--- src/rtl/ifu_rand_victim.sv ---
// rtl/ifu_rand_victim.sv - I-cache random-replacement victim selector (optional stats: RV_RAND_VICTIM_STATS_EN)
module ifu_rand_victim #(
    parameter int NUM_WAYS = 4,
    parameter int WAY_BITS = $clog2(NUM_WAYS)
) (
    input  logic                  clk,
    input  logic                  rst,
    input  logic [WAY_BITS-1:0]   rand_i,
    input  logic                  miss_req_i,
    input  logic [NUM_WAYS-1:0]   way_valid_i,
    input  logic [NUM_WAYS-1:0]   way_lock_i,
    input  logic                  fill_done_i,
    input  logic                  flush_i,
`ifdef RV_RAND_VICTIM_STATS_EN
    input  logic                  stats_clr_i,
    output logic [NUM_WAYS*16-1:0] victim_cnt_o,
`endif
    output logic                  victim_valid_o,
    output logic [NUM_WAYS-1:0]   victim_way_o,
    output logic                  busy_o,
    output logic                  victim_err_o
);

    typedef enum logic {IDLE, HOLD} state_t;

    state_t                state_q, state_d;
    logic [NUM_WAYS-1:0]   way_q, way_d;
    logic                  err_q, err_d;
    logic                  accept;
    logic [NUM_WAYS-1:0]   pick;
    logic                  found;
    logic [WAY_BITS-1:0]   idx;
    logic                  any_unlocked;

    assign any_unlocked = ~&way_lock_i;

    // Invalid unlocked ways win outright; otherwise walk upward from rand_i with wrap.
    always_comb begin
        pick  = '0;
        found = 1'b0;
        idx   = '0;
        for (int i = 0; i < NUM_WAYS; i++) begin
            if (!found && !way_valid_i[i] && !way_lock_i[i]) begin
                pick[i] = 1'b1;
                found   = 1'b1;
            end
        end
        for (int k = 0; k < NUM_WAYS; k++) begin
            idx = rand_i + WAY_BITS'(k);
            if (!found && !way_lock_i[idx]) begin
                pick[idx] = 1'b1;
                found     = 1'b1;
            end
        end
    end

    always_comb begin
        state_d = state_q;
        way_d   = way_q;
        err_d   = 1'b0;
        accept  = 1'b0;
        case (state_q)
            IDLE: begin
                if (miss_req_i && !flush_i) begin
                    if (any_unlocked) begin
                        state_d = HOLD;
                        way_d   = pick;
                        accept  = 1'b1;
                    end else begin
                        err_d = 1'b1;
                    end
                end
            end
            HOLD: begin
                if (fill_done_i || flush_i) begin
                    state_d = IDLE;
                    way_d   = '0;
                end
            end
            default: begin
                state_d = IDLE;
                way_d   = '0;
            end
        endcase
    end

    always_ff @(posedge clk) begin
        if (rst) begin
            state_q <= IDLE;
            way_q   <= '0;
            err_q   <= 1'b0;
        end else begin
            state_q <= state_d;
            way_q   <= way_d;
            err_q   <= err_d;
        end
    end

    assign victim_valid_o = (state_q == HOLD);
    assign busy_o         = (state_q == HOLD);
    assign victim_way_o   = way_q;
    assign victim_err_o   = err_q;

`ifdef RV_RAND_VICTIM_STATS_EN
    logic [15:0] cnt_q [NUM_WAYS];

    // Clear beats a same-cycle increment so software sees a clean start.
    always_ff @(posedge clk) begin
        if (rst || stats_clr_i) begin
            for (int i = 0; i < NUM_WAYS; i++) cnt_q[i] <= '0;
        end else if (accept) begin
            for (int i = 0; i < NUM_WAYS; i++) begin
                if (pick[i] && cnt_q[i] != 16'hFFFF) cnt_q[i] <= cnt_q[i] + 16'd1;
            end
        end
    end

    always_comb begin
        victim_cnt_o = '0;
        for (int i = 0; i < NUM_WAYS; i++) victim_cnt_o[i*16 +: 16] = cnt_q[i];
    end
`endif

endmodule

--- config.mk ---
export PLATFORM = sky130hd
export DESIGN_NAME = ifu_rand_victim
export DESIGN_NICKNAME = d
export VERILOG_FILES = /design/src/rtl/ifu_rand_victim.sv
export SDC_FILE = /design/constraint.sdc
export NUM_CORES = 1
export LEC_CHECK = 0
export ABC_AREA = 1
export CORE_MARGIN = 3
export CORE_UTILIZATION = 35
export DETAILED_ROUTE_END_ITERATION = 7
export GPL_ROUTABILITY_DRIVEN = 0
export GPL_TIMING_DRIVEN = 0
export PLACE_DENSITY = 0.58
export SLEW_MARGIN = 5
export SYNTH_ARGS = -nofsm -noshare
export SYNTH_HDL_FRONTEND = slang
export SYNTH_SLANG_ARGS = --single-unit
--- constraint.sdc ---
create_clock -name clk -period 2.5 [get_ports clk]
set_input_delay 0.5 -clock clk [delete_from_list [all_inputs] [get_ports clk]]
set_output_delay 0.5 -clock clk [all_outputs]
set_load 0.02 [all_outputs]
==> impl_metrics.py, run 1 <==
metrics = {
    "status": {
        "status": "complete, no violations",
    },
    "global_route": {
        "grt_pass1_wl_um": 3010,
        "grt_pass1_vias": 762,
        "gr-total-overflow": 0,
        "grtUsageTotal_pct": 14.0,
        "grt_start_max_net_pins": 10,
        "antenna_found_initial": 0,
    },
    "placed_design": {
        "hpwl_um": 1580,
        "io_buffer_count": 21,
        "placed_area_um2": 1020,
    },
    "setup_path": {
        "crit_path_end_kind": "flop",
        "cpLargestDelayFamily": "buffers and inverters",
        "path_cells": "clkdlybuf4s50_1 -> inv_2 -> ha_1 -> inv_1 -> nand3_1 -> nand2_2 -> nand3_2 -> nor2_1 -> nor2_1 -> nand3_1 -> nand2_1 -> a21oi_1",
        "path_class": "in -> reg",
        "start_kind": "primary input",
        "arrival_ps": 2400,
        "cp.required_ps": 2660,
        "slowest_stage": "clkdlybuf4s50_1",
        "max_stage_delay_ps": 630,
        "path_max_fanout": 7,
        "worst-path-buf-inv": 3,
    },
    "final_layout": {
        "layout.nets": 169,
        "final_util_pct": 51.4,
        "final_area_um2": 1040,
        "fillers": 216,
        "diodes": 0,
        "syn2layout_area_growth_pct": 34.5,
        "drive_above_1_share_pct": 19.6,
        "seq_area_um2": 120,
        "multi_input_area_um2": 566,
    },
    "floorplanning": {
        "num_rows": 16,
        "core-area_um2": 2020,
        "io_pins": 22,
        "die_w_um": 53.0,
        "start_util_pct": 38.2,
        "die_area_um2": 2810,
        "die_h_um": 53.0,
    },
    "clock_tree": {
        "cts_root_buf": "clkbuf_4",
        "insertion_delay_ps": 230,
        "ctsResizeCount": 0,
        "tritoncts": "yes",
        "cts.clk_slew.worst_paths_ps": 40,
        "clock-sinks": 6,
        "cts_setup_buffers": 0,
        "cts_hold_buf": 0,
        "cts_buffers": 3,
        "htree_levels": 1,
        "cts_buffer_depth": 2,
    },
    "routing": {
        "vias_per_cell": 4.77,
        "drc": 0,
        "firstDrtPassIters": 4,
        "wl_per_cell_um": 10.4,
        "first_iter_violations": 11,
        "vias": 834,
        "ant_nets": 0,
        "wirelength_um": 1820,
    },
    "logic_synthesis": {
        "syn_area_um2": 772,
        "syn_nets": 143,
        "syn_inst": 124,
        "ys_ff_latch": 6,
        "ys_warn_count": 0,
        "yosysSeqAreaShare_pct": 15.6,
        "synth_cell_types": 21,
        "avgSynthCellArea_um2": 6.23,
    },
    "flow_run": {
        "drv_cap": 0,
    },
    "power": {
        "powerDensity_nw_per_um2": 322,
        "power_leakage_nw": 0.493,
        "power.total_uw": 334,
        "vdd_drop_max_mv": 0.178,
    },
    "sta": {
        "tns_ps": 0,
        "rsz0062_at_grt": "no",
        "slew_headroom_pct": 67.9,
        "clock_skew_ps": 0.916,
        "slew_viol_final": 0,
        "worst_pin_slew_ps": 477,
        "final-setup-viol-count": 0,
        "hold_ws_ps": 460,
        "max_freq_mhz": 447,
        "fin_crit_sh_pct": 89.5,
        "fin_crit_ps": 2240,
        "finalHoldViolations": 0,
    },
    "hold_path": {
        "min_path_type": "reg -> reg",
    },
}
==> sequential cells by signal (all words and copies together), names as in the netlist <==
register      flops
victim_way_o      4
busy_o            1
victim_err_o      1
==> power by group <==
part           internal [mW]  switching [mW]
Combinational         0.0604          0.0901
Clock                 0.0539          0.0287
Sequential            0.0992         0.00223
Total                  0.213           0.121
==> metal layers <==
layer	vias to the layer above	GRT usage (%)	part of all wire (%)
met5	-	0	0
met4	0	5.11	1.2
met3	2	0.845	4.1
met2	20	27.9	52
met1	362	14.9	43
li1	450	-	-
==> worst register-to-register path: stages (launching register included) <==
cell     delay [ps]
dfxtp_1         350
nor3_1          450
nand2_1         130
a21oi_2         120
==> area by class of cell <==
type	count	area share [%]
tap	27	3.25
sequential	6	11.6
multi-input combinational	96	54.5
inverter	21	7.59
clock buffer	3	2.17
buffer	1	0.723
timing repair buffer	21	20.2
==> Yosys cell counts <==
library cell | n | area share (%)
inv_2 | 4 | 1.9
nor3_1 | 1 | 0.65
nor2_2 | 1 | 0.81
inv_1 | 17 | 8.3
a21oi_1 | 4 | 2.6
nor2_4 | 2 | 2.9
buf_4 | 1 | 0.97
nor4_1 | 1 | 0.81
nand2_4 | 1 | 1.5
dfxtp_1 | 6 | 16
nand4_1 | 8 | 6.5
nor2_8 | 1 | 2.6
nand3_2 | 7 | 9.1
nor4_4 | 1 | 2.8
ha_1 | 4 | 6.5
nand2_2 | 6 | 4.9
nand3_1 | 11 | 7.1
o21ai_2 | 1 | 1.1
nand2_1 | 34 | 17
nor2_1 | 12 | 5.8
a21oi_2 | 1 | 1.1
==> cells in the final DEF, fill, tap and decap left out <==
master           instances
nor4_1                   1
buf_4                    1
clkdlybuf4s50_1         21
dfxtp_1                  6
nand3_1                 11
inv_1                   17
a21oi_2                  1
o21ai_2                  1
nor2_1                  12
nand2_2                  6
nor2_2                   1
nand3_2                  7
nor2_4                   2
ha_1                     4
nor2_8                   1
nand2_4                  1
nor4_4                   1
inv_2                    4
nand4_1                  8
a21oi_1                  4
nand2_1                 34
nor3_1                   1
clkbuf_4                 3
==> cells by family after synthesis <==
group,after synthesis,synth area share (%)
compound gates,6,4.86
fa+ha+maj,4,6.48
buf+inv,22,11.2
flops,6,15.6
simple gates,86,61.9
==> per-stage QoR <==
stage               worst slack (ps)  std cells
detailed placement              36.0        172
CTS                              282        175
global placement                89.8        172
global route                    62.6        175
floorplan                        894        124
finish                           262        175
==> final timing paths <==
check                           slack (ps)         endpoint  depth (start not counted)            start
worst max-delay path                   260  victim_way_o[2]                         12        rand_i[0]
worst min-delay path                   460  victim_way_o[1]                          2  victim_way_o[1]
worst max register to register        1390  victim_way_o[3]                          3           busy_o
worst min register to register         460  victim_way_o[1]                          2  victim_way_o[1]
(Power assumes the default switching activity.)
==> run 2, diff against run 1 <==
--- a/config.mk
+++ b/config.mk
@@ -11,7 +11,8 @@
 export DETAILED_ROUTE_END_ITERATION = 7
 export GPL_ROUTABILITY_DRIVEN = 0
 export GPL_TIMING_DRIVEN = 0
-export PLACE_DENSITY = 0.58
+export PLACE_DENSITY = 0.6
+export REMOVE_ABC_BUFFERS = 1
 export SLEW_MARGIN = 5
 export SYNTH_ARGS = -nofsm -noshare
 export SYNTH_HDL_FRONTEND = slang
==> constraint.sdc (replaced) <==
create_clock -name clk -period 1.8 [get_ports clk]
set_input_delay 0.36 -clock clk [delete_from_list [all_inputs] [get_ports clk]]
set_output_delay 0.36 -clock clk [all_outputs]
set_load 0.02 [all_outputs]
==> run 2 against run 1 <==
Compared with the run above: non-clock buffer count down 1; clock-buffer cell count unchanged; critical path type is now reg -> out; highest routed layer unchanged; die area unchanged; via count down 2.4%; first-iteration DRC count up 9.1%.
==> impl_metrics.py, run 2 (same netlist as run 1, synthesis figures left out) <==
metrics = {
    "setup_path": {
        "cpLargestDelayFamily": "buffers and inverters",
        "arrival_ps": 1310,
        "max_stage_delay_ps": 640,
        "cp.required_ps": 1440,
        "reg2reg_depth": 3,
        "start_kind": "flop",
        "path_max_fanout": 6,
        "cp.depth": 1,
        "path_class": "reg -> out",
        "crit_path_end_kind": "output port",
        "path_cells": "clkdlybuf4s50_1",
        "worst-path-buf-inv": 1,
        "slowest_stage": "clkdlybuf4s50_1",
    },
    "final_layout": {
        "final_util_pct": 50.9,
        "mostFrequentLayoutCell": "nand2_1",
        "largest_reg_flops": 4,
        "layout.nets": 168,
        "syn2layout_area_growth_pct": 33.2,
        "fillers": 212,
        "seq_area_um2": 120,
        "drive_above_1_share_pct": 20.4,
        "diodes": 0,
        "final_cell_mix": "nand2_1 (34), inv_1 (17), clkdlybuf4s50_1 (16), nor2_1 (12), nand3_1 (11)",
        "multi_input_area_um2": 566,
    },
    "clock_tree": {
        "cts_buffer_depth": 2,
        "cts.clk_slew.worst_paths_ps": 40,
        "htree_levels": 1,
        "cts_buffers": 3,
        "insertion_delay_ps": 240,
        "clock-sinks": 6,
        "cts_hold_buf": 0,
        "tritoncts": "yes",
        "cts_root_buf": "clkbuf_4",
    },
    "sta": {
        "clock_skew_ps": 1.74,
        "worst_pin_slew_ps": 481,
        "fin_crit_ps": 1670,
        "final-setup-viol-count": 0,
        "tns_ps": 0,
        "hold_ws_ps": 460,
        "rsz0062_at_grt": "no",
        "finalHoldViolations": 0,
        "slew_headroom_pct": 67.7,
        "layout_setup_ws_ps": 134,
        "max_freq_mhz": 600,
        "fin_crit_sh_pct": 92.5,
        "slew_viol_final": 0,
    },
    "placed_design": {
        "io_buffer_count": 21,
        "hpwl_um": 1510,
        "dp_slack_ps": -508,
    },
    "global_route": {
        "antenna_found_initial": 0,
        "gr-total-overflow": 0,
        "grt_pass1_wl_um": 3000,
        "grt_start_max_net_pins": 10,
        "grtUsageTotal_pct": 14.4,
        "grt_pass1_vias": 749,
    },
    "floorplanning": {
        "die_w_um": 53.0,
        "die_h_um": 53.0,
        "num_rows": 16,
        "die_area_um2": 2810,
        "start_util_pct": 38.2,
        "core-area_um2": 2020,
        "io_pins": 22,
    },
    "hold_path": {
        "hold-path-cell-count": 2,
        "min_path_type": "reg -> reg",
    },
    "power": {
        "power_leakage_nw": 0.515,
        "powerDensity_nw_per_um2": 450,
        "power.total_uw": 463,
        "vdd_drop_max_mv": 0.196,
    },
    "routing": {
        "wl_per_cell_um": 9.95,
        "drc": 0,
        "vias": 814,
        "wirelength_um": 1730,
        "ant_nets": 0,
        "first_iter_violations": 12,
        "firstDrtPassIters": 4,
        "vias_per_cell": 4.68,
    },
    "status": {
        "status": "complete, no violations",
    },
    "flow_run": {
        "drv_cap": 0,
    },
}
## run 2: worst min-delay path, cell delays in order, from the launching register on
cell	delay (ps)
dfxtp_1	300
nand2_1	60
a21oi_1	50
## run 2: power by group
group | total (mW) | switching, mW | internal, mW
clock network | 0.121 | 0.0455 | 0.0752
registers | 0.141 | 0.00324 | 0.138
logic | 0.202 | 0.122 | 0.0799
## run 2: metal layers
metal	wire length (um)	GRT usage (%)
met5	0	0
met4	14	7.66
met3	69	0.845
met2	912	26.7
met1	735	16.3
## run 2: final cells by class
cell class / instances / share of cell area (%)
Multi-Input combinational cell: 96 / 55.0
Tap cell: 27 / 3.28
Timing Repair Buffer: 21 / 20.2
Clock buffer: 3 / 2.19
Inverter: 21 / 7.66
Sequential cell: 6 / 11.7
## run 2: per-stage QoR
step	std cells	instance area, um2
CTS	174	1030
finish	174	1030
floorplan	123	764
detailed placement	171	1010
global route	174	1030
global placement	171	1010
## run 2: worst paths after layout
| kind | startpoint | endpoint | slack, ps |
|---|---|---|---|
| max | busy_o | busy_o | 130 |
| min | victim_way_o[1] | victim_way_o[1] | 460 |
| max reg2reg | busy_o | victim_way_o[3] | 690 |
| min reg2reg | victim_way_o[1] | victim_way_o[1] | 460 |
## run 2: repair_timing
action,4_1_cts,5_1_grt
pin swaps,0,1
endpoints found under the setup margin,4,4
setup buffers,0,0
gates resized for setup,2,7
